File: src/rtl/game_pkg.sv
// Shared screen geometry, colours and FSM encoding for the pixel-plot datapath.
package game_pkg;
  localparam int SCREEN_W = 160;
  localparam int SCREEN_H = 120;
  localparam int X_W = $clog2(SCREEN_W);
  localparam int Y_W = $clog2(SCREEN_H);
  localparam logic [2:0] COL_BLACK = 3'b000;
  localparam logic [2:0] COL_WHITE = 3'b111;

  typedef enum logic [1:0] {
    ST_IDLE,
    ST_ERASE,
    ST_UPDATE,
    ST_DRAW
  } box_state_t;
endpackage

File: src/rtl/box_controller_if.sv
// Frame-tick/jump inputs and pixel-write outputs of the box controller.
interface box_controller_if;
  import game_pkg::*;

  logic           frame_tick;
  logic           jump;
  logic           plot;
  logic [X_W-1:0] x;
  logic [Y_W-1:0] y;
  logic [2:0]     colour;
  logic           busy;
  logic [Y_W-1:0] box_y;

  modport master (
    output frame_tick, jump,
    input  plot, x, y, colour, busy, box_y
  );

  modport slave (
    input  frame_tick, jump,
    output plot, x, y, colour, busy, box_y
  );
endinterface

File: src/rtl/box_pixel_counter.sv
// Row-major dx/dy sweep over a W x H box; wraps to (0,0) after the last pixel.
module box_pixel_counter #(
  parameter int W = 4,
  parameter int H = 4
) (
  input  logic       clk,
  input  logic       reset,
  input  logic       clear,
  input  logic       en,
  output logic [2:0] dx,
  output logic [2:0] dy,
  output logic       last
);
  assign last = (dx == 3'(W - 1)) && (dy == 3'(H - 1));

  always_ff @(posedge clk) begin
    if (reset || clear) begin
      dx <= '0;
      dy <= '0;
    end else if (en) begin
      if (dx == 3'(W - 1)) begin
        dx <= '0;
        dy <= last ? 3'd0 : dy + 3'd1;
      end else begin
        dx <= dx + 3'd1;
      end
    end
  end
endmodule

File: src/rtl/box_controller.sv
// Per frame: erase box, apply jump/gravity, redraw; one registered pixel per clock.
// Tick sampled at cycle 0 gives erase pixels on 1..N, update on N+1, draw on N+2..2N+1.
module box_controller
  import game_pkg::*;
#(
  parameter int BOX_X    = 2,
  parameter int BOX_W    = 4,
  parameter int BOX_H    = 4,
  parameter int Y_MAX    = SCREEN_H - BOX_H,
  parameter int GRAVITY  = 1,
  parameter int JUMP_VEL = 6,
  parameter int V_MAX    = 7
) (
  input logic             clk,
  input logic             reset,
  box_controller_if.slave bus
);
  localparam logic [Y_W-1:0]    Y_TOP = Y_W'(Y_MAX);
  localparam logic signed [8:0] V_TOP = 9'(V_MAX);

  box_state_t        state;
  logic [Y_W-1:0]    box_y_q, y_new;
  logic signed [4:0] vel, vel_new;
  logic              done;
  logic              plot_q, busy_q;
  logic [X_W-1:0]    x_q;
  logic [Y_W-1:0]    y_q;
  logic [2:0]        colour_q;
  logic [2:0]        dx, dy;
  logic              last;
  logic              cnt_clear, cnt_en;
  logic signed [8:0] vel_inc, vel_next, y_sum;

  // The counter always points at the pixel being registered this cycle, so
  // the output registers can present pixel k on the cycle after it is chosen.
  assign cnt_clear = (state == ST_IDLE) && !bus.frame_tick;
  assign cnt_en    = ((state == ST_IDLE) && bus.frame_tick) || (state == ST_UPDATE) ||
                     (((state == ST_ERASE) || (state == ST_DRAW)) && !done);

  box_pixel_counter #(.W(BOX_W), .H(BOX_H)) u_cnt (
    .clk   (clk),
    .reset (reset),
    .clear (cnt_clear),
    .en    (cnt_en),
    .dx    (dx),
    .dy    (dy),
    .last  (last)
  );

  always_comb begin
    vel_inc = 9'(vel) + 9'(GRAVITY);
    if (bus.jump && (box_y_q == Y_TOP)) vel_next = -9'(JUMP_VEL);
    else if (vel_inc > V_TOP)          vel_next = V_TOP;
    else                               vel_next = vel_inc;
    y_sum   = $signed({2'b00, box_y_q}) + vel_next;
    y_new   = box_y_q;
    vel_new = vel;
    if (y_sum < 0) begin
      y_new   = '0;
      vel_new = '0;
    end else if (y_sum > 9'(Y_MAX)) begin
      y_new   = Y_TOP;
      vel_new = '0;
    end else begin
      y_new   = y_sum[Y_W-1:0];
      vel_new = vel_next[4:0];
    end
  end

  always_ff @(posedge clk) begin
    if (reset) begin
      state    <= ST_IDLE;
      box_y_q  <= Y_TOP;
      vel      <= '0;
      done     <= 1'b0;
      plot_q   <= 1'b0;
      x_q      <= '0;
      y_q      <= '0;
      colour_q <= COL_BLACK;
      busy_q   <= 1'b0;
    end else begin
      case (state)
        ST_IDLE: begin
          if (bus.frame_tick) begin
            state    <= ST_ERASE;
            busy_q   <= 1'b1;
            plot_q   <= 1'b1;
            x_q      <= X_W'(BOX_X) + X_W'(dx);
            y_q      <= box_y_q + Y_W'(dy);
            colour_q <= COL_BLACK;
            done     <= last;
          end
        end
        ST_UPDATE: begin
          box_y_q  <= y_new;
          vel      <= vel_new;
          state    <= ST_DRAW;
          plot_q   <= 1'b1;
          x_q      <= X_W'(BOX_X) + X_W'(dx);
          y_q      <= y_new + Y_W'(dy);
          colour_q <= COL_WHITE;
          done     <= last;
        end
        default: begin
          // Shared by ERASE and DRAW: a spare cycle after the last pixel
          // drops plot before moving on.
          if (done) begin
            plot_q <= 1'b0;
            done   <= 1'b0;
            if (state == ST_DRAW) begin
              state  <= ST_IDLE;
              busy_q <= 1'b0;
            end else begin
              state <= ST_UPDATE;
            end
          end else begin
            plot_q <= 1'b1;
            x_q    <= X_W'(BOX_X) + X_W'(dx);
            y_q    <= box_y_q + Y_W'(dy);
            done   <= last;
          end
        end
      endcase
    end
  end

  assign bus.plot   = plot_q;
  assign bus.x      = x_q;
  assign bus.y      = y_q;
  assign bus.colour = colour_q;
  assign bus.busy   = busy_q;
  assign bus.box_y  = box_y_q;
endmodule

File: src/flat_wrapper.sv
// flat-port wrapper written by rule: the top's interface ports become plain ports
module box_controller_flat import game_pkg::*;
#(
  parameter int BOX_X    = 2,
  parameter int BOX_W    = 4,
  parameter int BOX_H    = 4,
  parameter int Y_MAX    = SCREEN_H - BOX_H,
  parameter int GRAVITY  = 1,
  parameter int JUMP_VEL = 6,
  parameter int V_MAX    = 7
)
  (clk, reset, bus_frame_tick, bus_jump, bus_plot, bus_x, bus_y, bus_colour, bus_busy, bus_box_y);
  box_controller_if bus_i ();
  input logic clk;
  input logic reset;
  input wire logic [$bits(bus_i.frame_tick)-1:0] bus_frame_tick;
  input wire logic [$bits(bus_i.jump)-1:0] bus_jump;
  output wire logic [$bits(bus_i.plot)-1:0] bus_plot;
  output wire logic [$bits(bus_i.x)-1:0] bus_x;
  output wire logic [$bits(bus_i.y)-1:0] bus_y;
  output wire logic [$bits(bus_i.colour)-1:0] bus_colour;
  output wire logic [$bits(bus_i.busy)-1:0] bus_busy;
  output wire logic [$bits(bus_i.box_y)-1:0] bus_box_y;
  assign bus_i.frame_tick = bus_frame_tick;
  assign bus_i.jump = bus_jump;
  assign bus_plot = bus_i.plot;
  assign bus_x = bus_i.x;
  assign bus_y = bus_i.y;
  assign bus_colour = bus_i.colour;
  assign bus_busy = bus_i.busy;
  assign bus_box_y = bus_i.box_y;
  box_controller #(.BOX_X(BOX_X), .BOX_W(BOX_W), .BOX_H(BOX_H), .Y_MAX(Y_MAX), .GRAVITY(GRAVITY), .JUMP_VEL(JUMP_VEL), .V_MAX(V_MAX)) u_core (.clk(clk), .reset(reset), .bus(bus_i));
endmodule
File: config.mk
export PLATFORM = sky130hd
export DESIGN_NAME = box_controller_flat
export DESIGN_NICKNAME = d
export VERILOG_FILES = /design/src/rtl/game_pkg.sv /design/src/rtl/box_controller_if.sv /design/src/rtl/box_pixel_counter.sv /design/src/rtl/box_controller.sv /design/src/flat_wrapper.sv
export SDC_FILE = /design/constraint.sdc
export NUM_CORES = 1
export LEC_CHECK = 0
export ABC_AREA = 1
export CAP_MARGIN = 20
export CORE_AREA = 2 2 72 126
export DETAILED_ROUTE_END_ITERATION = 10
export DIE_AREA = 0 0 74 128
export HOLD_SLACK_MARGIN = 0.06
export PLACE_DENSITY = 0.6
export SLEW_MARGIN = 20
export SYNTH_ARGS = -nofsm -noshare
export SYNTH_HDL_FRONTEND = slang
export SYNTH_SLANG_ARGS = --single-unit
File: constraint.sdc
create_clock -name clk -period 5.79 [get_ports clk]
set_input_delay 0.8685 -clock clk [delete_from_list [all_inputs] [get_ports clk]]
set_output_delay 0.8685 -clock clk [all_outputs]
set_load 0.01 [all_outputs]
==> results.toml, run 1 <==
[place]
gp_congestion = 0.875
dpl_cell_area_um2 = 2850
dpl.hpwl_um = 4950
portBuffers = 26
placed_cells = 508

[cts]
cts_buffer_depth = 2
clk_pin_slew_ns = 0.05
post_cts_buffers = 0
clock-sinks = 35
numCtsBuffers = 5
cts_tree = "done"
ctsResizeCount = 0
postCtsHoldBufs = 0
htree_levels = 2
cts-root-buf = "clkbuf_16"
clkLatencyLatePin_ns = 0.28

[setup_path]
cpMostUsedCell = "nand2_1"
cp.arrival_ns = 4.99
cpPeakStageDelay_ns = 0.47
path_buf_inv = 7
path_class = "flip-flop to flip-flop"
start_kind = "flip-flop"
crit_fanout = 7
crit_family = "adder cells"
worst_setup_path_end_kind = "flip-flop"
required_ns = 6.02
cp_slowest_cell = "dfxtp_1"

[layout]
layout-drive-gt1-share_pct = 9.57
nets = 425
syn_to_final_growth_pct = 19.3
fill_cells = 910
fin_util_pct = 35.0
mostFrequentLayoutCells = "nand2_1, inv_1, nor2_1, dfxtp_1, clkdlybuf4s50_1"
mostFrequentLayoutCell = "nand2_1"
num_antenna_cells = 0
register_area_um2 = 701
stdcell_count = 514
design_area_um2 = 2980
multi_input_area_um2 = 1510

[floorplanning]
core-area_um2 = 8500
die_area_um2 = 9470
row_count = 45
die_h_um = 128
die_w_um = 74
start_util_pct = 29.3
io-pin-count = 31

[yosys]
syn_inst = 373
synth.area.top_cells = "dfxtp_1, nand2_1, ha_1"
yosys_register_bits = 35
seq_area_frac_synth_pct = 28.1
yosysTopAreaCell = "dfxtp_1"
synth.distinct_cells = 35
ys_warn_count = 0
syn_area_um2 = 2490
synth_top_area_share_pct = 28.1
avgSynthCellArea_um2 = 6.69

[sta]
hold_viol_final = 0
slew_headroom_pct = 56.2
worstMarginPinSlew_ns = 0.655
finalSetupTns_ns = 0
max_freq_mhz = 210
period_minus_slack_ns = 4.76
period_share_pct = 82.2
rsz0062_at_grt = "no"
setup_violations = 0
finalClockSkew_ns = 0.00466
slew_viol_final = 0

[grt]
grt_remaining_overflow = 0
track_usage_pct = 14.0
grt_first_pass_wirelength_um = 10200
grt_max_degree = 18
antenna_found_initial = 0
first_global_vias = 2275

[run_status]
status = "finished, final reports clean"

[routing]
routed_via_density = 4.46
drtAntennaViolNets = 0
drt_iter0_drc = 87
routed_wl_um = 5990
num_vias = 2290
wl_per_cell_um = 11.7
drt_first_pass_iters = 4
route.detailed.drc = 0

[min_path]
hp-class = "flip-flop to flip-flop"

[power_and_ir_drop]
irDropWorstVdd_mv = 0.306
leakage_nw = 1.46
powerDensity_nw_per_um2 = 669
total_power_mw = 1.99

[job]
cap_violations = 0
## power breakdown
| part | switching, mW | total (mW) | internal (mW) |
|---|---|---|---|
| clock network | 0.0912 | 0.245 | 0.154 |
| registers | 0.0722 | 0.385 | 0.313 |
| logic | 0.849 | 1.36 | 0.513 |
| total | 1.01 | 1.99 | 0.980 |
## layout make-up
type,count,area share [%]
clock buffer,6,4.33
inverter,60,7.65
tap,117,4.92
timing repair buffer,26,8.74
multi-input combinational,270,50.8
sequential,35,23.5
## kinds of logic (layout without fill, tap and decap cells)
family | after synthesis | count (layout) | synth area share (%)
simple gates | 186 | 186 | 34.3
buf+inv | 71 | 92 | 11.7
compound gates | 52 | 52 | 11.8
flops | 35 | 35 | 28.1
fa+ha+maj | 23 | 23 | 12.1
xor+xnor | 5 | 5 | 1.76
other cells | 1 | 4 | 0.150
## routing by layer
layer	track usage, %	vias to the layer above	share of wire, %	wire length, um
li1	-	1217	-	-
met1	13.9	1020	37	2200
met2	26.1	36	56	3340
met3	2.20	17	2.9	175
met4	8.24	0	4.6	276
met5	0	-	0	0
## stage by stage
stage                     hold slack, ns  worst slack [ns]
after floorplan                    0.441              1.57
after global placement             0.460             0.930
after detailed placement           0.468             0.832
after CTS                          0.475              1.00
after global routing               0.502             0.517
final                              0.468              1.03
## synthesized netlist by cell type (all sizes together)
master,instances
a211oi,1
a21oi,25
a221oi,2
a22oi,1
a31oi,1
buf,7
clkbuf,4
conb,1
dfxtp,35
fa,2
ha,21
inv,60
nand2,105
nand3,28
nand3b,1
nand4,5
nor2,44
nor3,1
o211ai,1
o21ai,21
or2,2
xnor2,1
xor2,4
## worst register-to-register path: cells and delay by family, from the launching register on
family | cells | cell delay, ns
fa+ha+maj | 5 | 1.63
flops | 1 | 0.47
buf+inv | 7 | 0.52
simple gates | 16 | 1.50
compound gates | 4 | 0.60
## registers in the layout (all words and copies together), names as in the netlist, 2 cells and up
name              count
u_core.bus.box_y      7
u_core.bus.x          4
u_core.bus.y          7
u_core.state          2
u_core.u_cnt.dx       3
u_core.u_cnt.dy       3
u_core.vel            5
## final timing paths
check | slack (ns) | to | depth (start not counted) | startpoint
setup / recovery | 1.03 | u_core.bus.y[4]$_SDFFE_PP0P_ | 32 | u_core.vel[0]$_SDFFE_PP0P_
hold / removal | 0.47 | u_core.bus.plot$_SDFFE_PP0N_ | 2 | u_core.bus.plot$_SDFFE_PP0N_
setup reg to reg | 1.03 | u_core.bus.y[4]$_SDFFE_PP0P_ | 32 | u_core.vel[0]$_SDFFE_PP0P_
hold reg to reg | 0.47 | u_core.bus.plot$_SDFFE_PP0N_ | 2 | u_core.bus.plot$_SDFFE_PP0N_
(Power assumes the default switching activity.)
==> inputs of run 2 (changes only) <==
- clock period: 5.79 -> 4.95 ns (I/O delays scaled with it)
==> run 2 against run 1 <==
Effect of this change:
- clock skew rose by 0.0023 ns
- count of clock-buffer cells in the layout did not move
- combinational power rose by 19%
- cell area rose by 1.3%
- final cell count rose by 0.19%
- die area did not move
- register-to-register slack got worse by 0.61 ns
- power rose by 20%
- largest cell class unchanged
==> results.toml, run 2 (same netlist as run 1, synthesis figures left out) <==
[run_status]
status = "finished, final reports clean"

[power_and_ir_drop]
powerDensity_nw_per_um2 = 791
leakage_nw = 1.47
irDropWorstVdd_mv = 0.300

[routing]
wl_per_cell_um = 11.9
route.detailed.drc = 0
drtAntennaViolNets = 0
num_vias = 2354
drt_first_pass_iters = 5
drt_iter0_drc = 110
routed_via_density = 4.57
routed_wl_um = 6140

[min_path]
min_from = "u_core.bus.plot$_SDFFE_PP0N_"
holdPathEnd = "u_core.bus.plot$_SDFFE_PP0N_"
hold_depth = 2
hp-class = "flip-flop to flip-flop"

[layout]
stdcell_count = 515
num_antenna_cells = 0
fill_cells = 892
register_area_um2 = 706
layout-drive-gt1-share_pct = 12.1
multi_input_area_um2 = 1530
mostFrequentLayoutCell = "nand2_1"
syn_to_final_growth_pct = 20.9
nets = 425
mostFrequentLayoutCells = "nand2_1, inv_1, nor2_1, dfxtp_1, clkdlybuf4s50_1"

[floorplanning]
start_util_pct = 29.3
io-pin-count = 31
die_h_um = 128
core-area_um2 = 8500
die_area_um2 = 9470
row_count = 45
die_w_um = 74

[cts]
cts-root-buf = "clkbuf_16"
htree_levels = 2
clkLatencyLatePin_ns = 0.28
clk_pin_slew_ns = 0.05
post_cts_buffers = 0
cts_tree = "done"
clock-sinks = 35
numCtsBuffers = 5
cts_buffer_depth = 2

[place]
gp_congestion = 0.876
placed_cells = 508
portBuffers = 26
dpl.hpwl_um = 4940

[setup_path]
crit_fanout = 7
start_kind = "flip-flop"
path_buf_inv = 7
worst_setup_path_end_kind = "flip-flop"
rrSetupSlack_ns = 0.42
r2r_cells = 32
cpPeakStageDelay_ns = 0.40
reg2reg_to = "u_core.bus.y[4]$_SDFFE_PP0P_"
cpMostUsedCell = "nand2_1"
path_class = "flip-flop to flip-flop"
r2r_start = "u_core.vel[0]$_SDFFE_PP0P_"
crit_family = "adder cells"
cp.arrival_ns = 4.76
required_ns = 5.18
cp_slowest_cell = "dfxtp_4"

[job]
cap_violations = 0

[grt]
grt_remaining_overflow = 0
track_usage_pct = 14.0
grt_max_degree = 18
first_global_vias = 2284
grt_first_pass_wirelength_um = 10200
antenna_found_initial = 0

[sta]
hold_viol_final = 0
finalClockSkew_ns = 0.00697
period_minus_slack_ns = 4.53
slew_headroom_pct = 55.4
hold_slack_ns = 0.468
period_share_pct = 91.5
setup_violations = 0
max_freq_mhz = 221
worstMarginPinSlew_ns = 0.665
slew_viol_final = 0
-- run 2: cell count changes in the layout (fill, tap and decap cells not counted), sizes merged --
cell / change
clkinv: +1
-- run 2: how the worst max path moves through the flow --
stage / slack, ns / depth (start not counted) / start / endpoint
finish: 0.42 / 32 / u_core.vel[0]$_SDFFE_PP0P_ / u_core.bus.y[4]$_SDFFE_PP0P_
floorplan: 0.73 / 32 / u_core.vel[0]$_SDFFE_PP0P_ / u_core.bus.y[4]$_SDFFE_PP0P_
global placement: 0.21 / 31 / bus_jump / u_core.bus.y[4]$_SDFFE_PP0P_
CTS: 0.13 / 32 / u_core.vel[0]$_SDFFE_PP0P_ / u_core.bus.y[4]$_SDFFE_PP0P_
global route: -0.02 / 30 / u_core.vel[0]$_SDFFE_PP0P_ / u_core.bus.y[3]$_SDFFE_PP0P_
detailed placement: 0.11 / 31 / bus_jump / u_core.bus.y[4]$_SDFFE_PP0P_
-- run 2: final cells by class --
class	instances	area share, %
multi-input cells	270	50.8
flip-flops and latches	35	23.4
repair buffers	26	8.63
inverters	60	7.55
well taps	117	4.85
clock buffers	6	4.60
clock inverters	1	0.166
-- run 2: per-stage QoR --
step | total power [mW] | setup TNS (ns) | utilization [%] | setup slack, ns | area (um^2)
6_report | 2.39 | 0 | 35.5 | 0.422 | 3020
5_1_grt | 2.62 | -0.0236 | 35.5 | -0.0168 | 3020
4_1_cts | 2.38 | 0 | 35.2 | 0.135 | 2990
3_5_place_dp | 2.06 | 0 | 33.5 | 0.105 | 2850
3_3_place_gp | 2.04 | 0 | 33.5 | 0.215 | 2850
2_1_floorplan | 1.66 | 0 | - | 0.729 | 2510
-- run 2: where the power goes --
part,switching [mW],internal [mW]
clock,0.113,0.196
sequential,0.0856,0.369
combinational,1.02,0.607
total,1.21,1.17
-- run 2: what timing repair did --
| action | 4_1_cts | 5_1_grt |
|---|---|---|
| hold buffers | 0 | 0 |
| resized for setup | 0 | 9 |
| setup endpoints to repair | 0 | 4 |
-- run 2: worst register-to-register path, delay by kind of cell, from the launching register on --
kind	cells	cell delay, ns
AO/OA/AOI/OAI	4	0.51
adder cells (fa/ha/maj)	5	1.59
buffers and inverters	7	0.52
flip-flops	1	0.40
AND/OR/NAND/NOR	16	1.49
-- run 2: metal layers --
layer  part of all wire [%]  up-vias  track usage, %
li1                       -     1225               -
met1                     37     1076            13.8
met2                     56       39            26.5
met3                    2.6       14            2.04
met4                    4.1        0            7.81
met5                      0        -               0
==> inputs of run 3 (changes only) <==
- CELL_PAD_IN_SITES_DETAIL_PLACEMENT: not set -> 0
- CELL_PAD_IN_SITES_GLOBAL_PLACEMENT: not set -> 2
- PLACE_DENSITY: 0.6 -> 0.89
==> run 3 against run 2 <==
Effect of this change:
- critical path type unchanged
- critical endpoint unchanged
- hold slack worse by 0.0077 ns
- core utilization up 0.21 points
- wire length up 1.6%
- sequential power down 1%
- count of clock-buffer cells in the layout up 2
==> results.toml, run 3 (same netlist as run 1, synthesis figures left out) <==
[run_status]
status = "finished, final reports clean"

[place]
dpl.hpwl_um = 5130
gp_congestion = 0.789
dpl_cell_area_um2 = 2860
portBuffers = 26

[sta]
rsz0062_at_grt = "no"
slew_headroom_pct = 62.8
period_share_pct = 90.9
worstMarginPinSlew_ns = 0.555
finalClockSkew_ns = 0.00230
period_minus_slack_ns = 4.50
slew_viol_final = 0
max_freq_mhz = 222
finalSetupTns_ns = 0
hold_viol_final = 0
setup_violations = 0

[cts]
post_cts_buffers = 0
htree_levels = 2
postCtsHoldBufs = 0
ctsResizeCount = 0
cts-root-buf = "clkbuf_16"
cts_tree = "done"
clkLatencyLatePin_ns = 0.27
cts_buffer_depth = 2
numCtsBuffers = 5
clock-sinks = 35
clk_pin_slew_ns = 0.05

[setup_path]
cpMostUsedCell = "nand2_1"
worst_setup_path_end_kind = "flip-flop"
required_ns = 5.17
path_class = "flip-flop to flip-flop"
crit_family = "adder cells"
cp.arrival_ns = 4.72
cp_slowest_cell = "fa_1"
path_buf_inv = 7
crit_fanout = 7
start_kind = "flip-flop"
cpPeakStageDelay_ns = 0.43

[grt]
antenna_found_initial = 0
track_usage_pct = 14.0
grt_first_pass_wirelength_um = 10200
first_global_vias = 2228
grt_max_degree = 18
grt_remaining_overflow = 0

[power_and_ir_drop]
leakage_nw = 1.49
sequentialPowerShare_pct = 18.7
switching_share_pct = 50.4
p_int_mw = 1.19
clkPwrFrac_pct = 13.4
powerDensity_nw_per_um2 = 793
irDropWorstVdd_mv = 0.331
switchingPower_mw = 1.21
power_frac_comb_pct = 67.9

[routing]
num_vias = 2343
wl_per_cell_um = 12.0
drt_iter0_drc = 59
routed_via_density = 4.52
drt_first_pass_iters = 5
drtAntennaViolNets = 0
routed_wl_um = 6240
route.detailed.drc = 0

[layout]
fill_cells = 930
mostFrequentLayoutCells = "nand2_1, inv_1, nor2_1, dfxtp_1, clkdlybuf4s50_1"
num_antenna_cells = 0
syn_to_final_growth_pct = 21.6
nets = 427
layout-drive-gt1-share_pct = 11.5
mostFrequentLayoutCell = "nand2_1"
design_area_um2 = 3030

[floorplanning]
io-pin-count = 31
die_w_um = 74
die_h_um = 128
die_area_um2 = 9470
core-area_um2 = 8500
row_count = 45
start_util_pct = 29.3

[min_path]
hp-class = "flip-flop to flip-flop"

[job]
cap_violations = 0
[run 3: worst min-delay path, cell delays in order (launching register included)]
cell and delay, ns:
dfxtp_1 0.30, nand2_1 0.06, a21oi_1 0.05
[run 3: area by class of cell]
class	instances	area, um^2	share of cell area (%)
clock buffer	8	156	5.15
inverter	60	228	7.51
multi-input combinational	270	1520	50.2
sequential	35	704	23.2
tap	117	146	4.82
timing repair buffer	28	275	9.07
[run 3: power groups by stage]
stage	combinational (mW)	sequential, mW	clock (mW)
2_1_floorplan	1.20	0.460	0
3_3_place_gp	1.63	0.452	0
3_5_place_dp	1.64	0.454	0
4_1_cts	1.65	0.449	0.330
5_1_grt	1.86	0.461	0.341
6_report	1.63	0.449	0.322
[run 3: worst paths after layout]
kind,slack [ns],cells past startpoint,start,to
worst max register to register,0.45,32,u_core.vel[0]$_SDFFE_PP0P_,u_core.bus.y[4]$_SDFFE_PP0P_
worst max-delay path,0.45,32,u_core.vel[0]$_SDFFE_PP0P_,u_core.bus.y[4]$_SDFFE_PP0P_
worst min register to register,0.46,2,u_core.bus.busy$_SDFFE_PP0P_,u_core.bus.busy$_SDFFE_PP0P_
worst min-delay path,0.46,2,u_core.bus.busy$_SDFFE_PP0P_,u_core.bus.busy$_SDFFE_PP0P_
[run 3: per-stage QoR]
stage	setup slack [ns]	hold slack [ns]	std cells	total power, mW	utilization, %
after CTS	0.245	0.471	518	2.43	35.5
after global routing	0.0163	0.487	518	2.67	35.7
final	0.449	0.460	518	2.41	35.7
after detailed placement	0.211	0.463	510	2.09	33.7
after floorplan	0.729	0.441	376	1.66	-
after global placement	0.265	0.453	510	2.08	33.7
[run 3: routing by layer]
layer	wire length, um	part of all wire (%)	vias to the layer above	global-route usage [%]
li1	-	-	1225	-
met1	2490	40	1086	14.9
met2	3520	56	25	26.8
met3	123	2.0	7	1.73
met4	107	1.7	0	5.13
met5	0	0	-	0
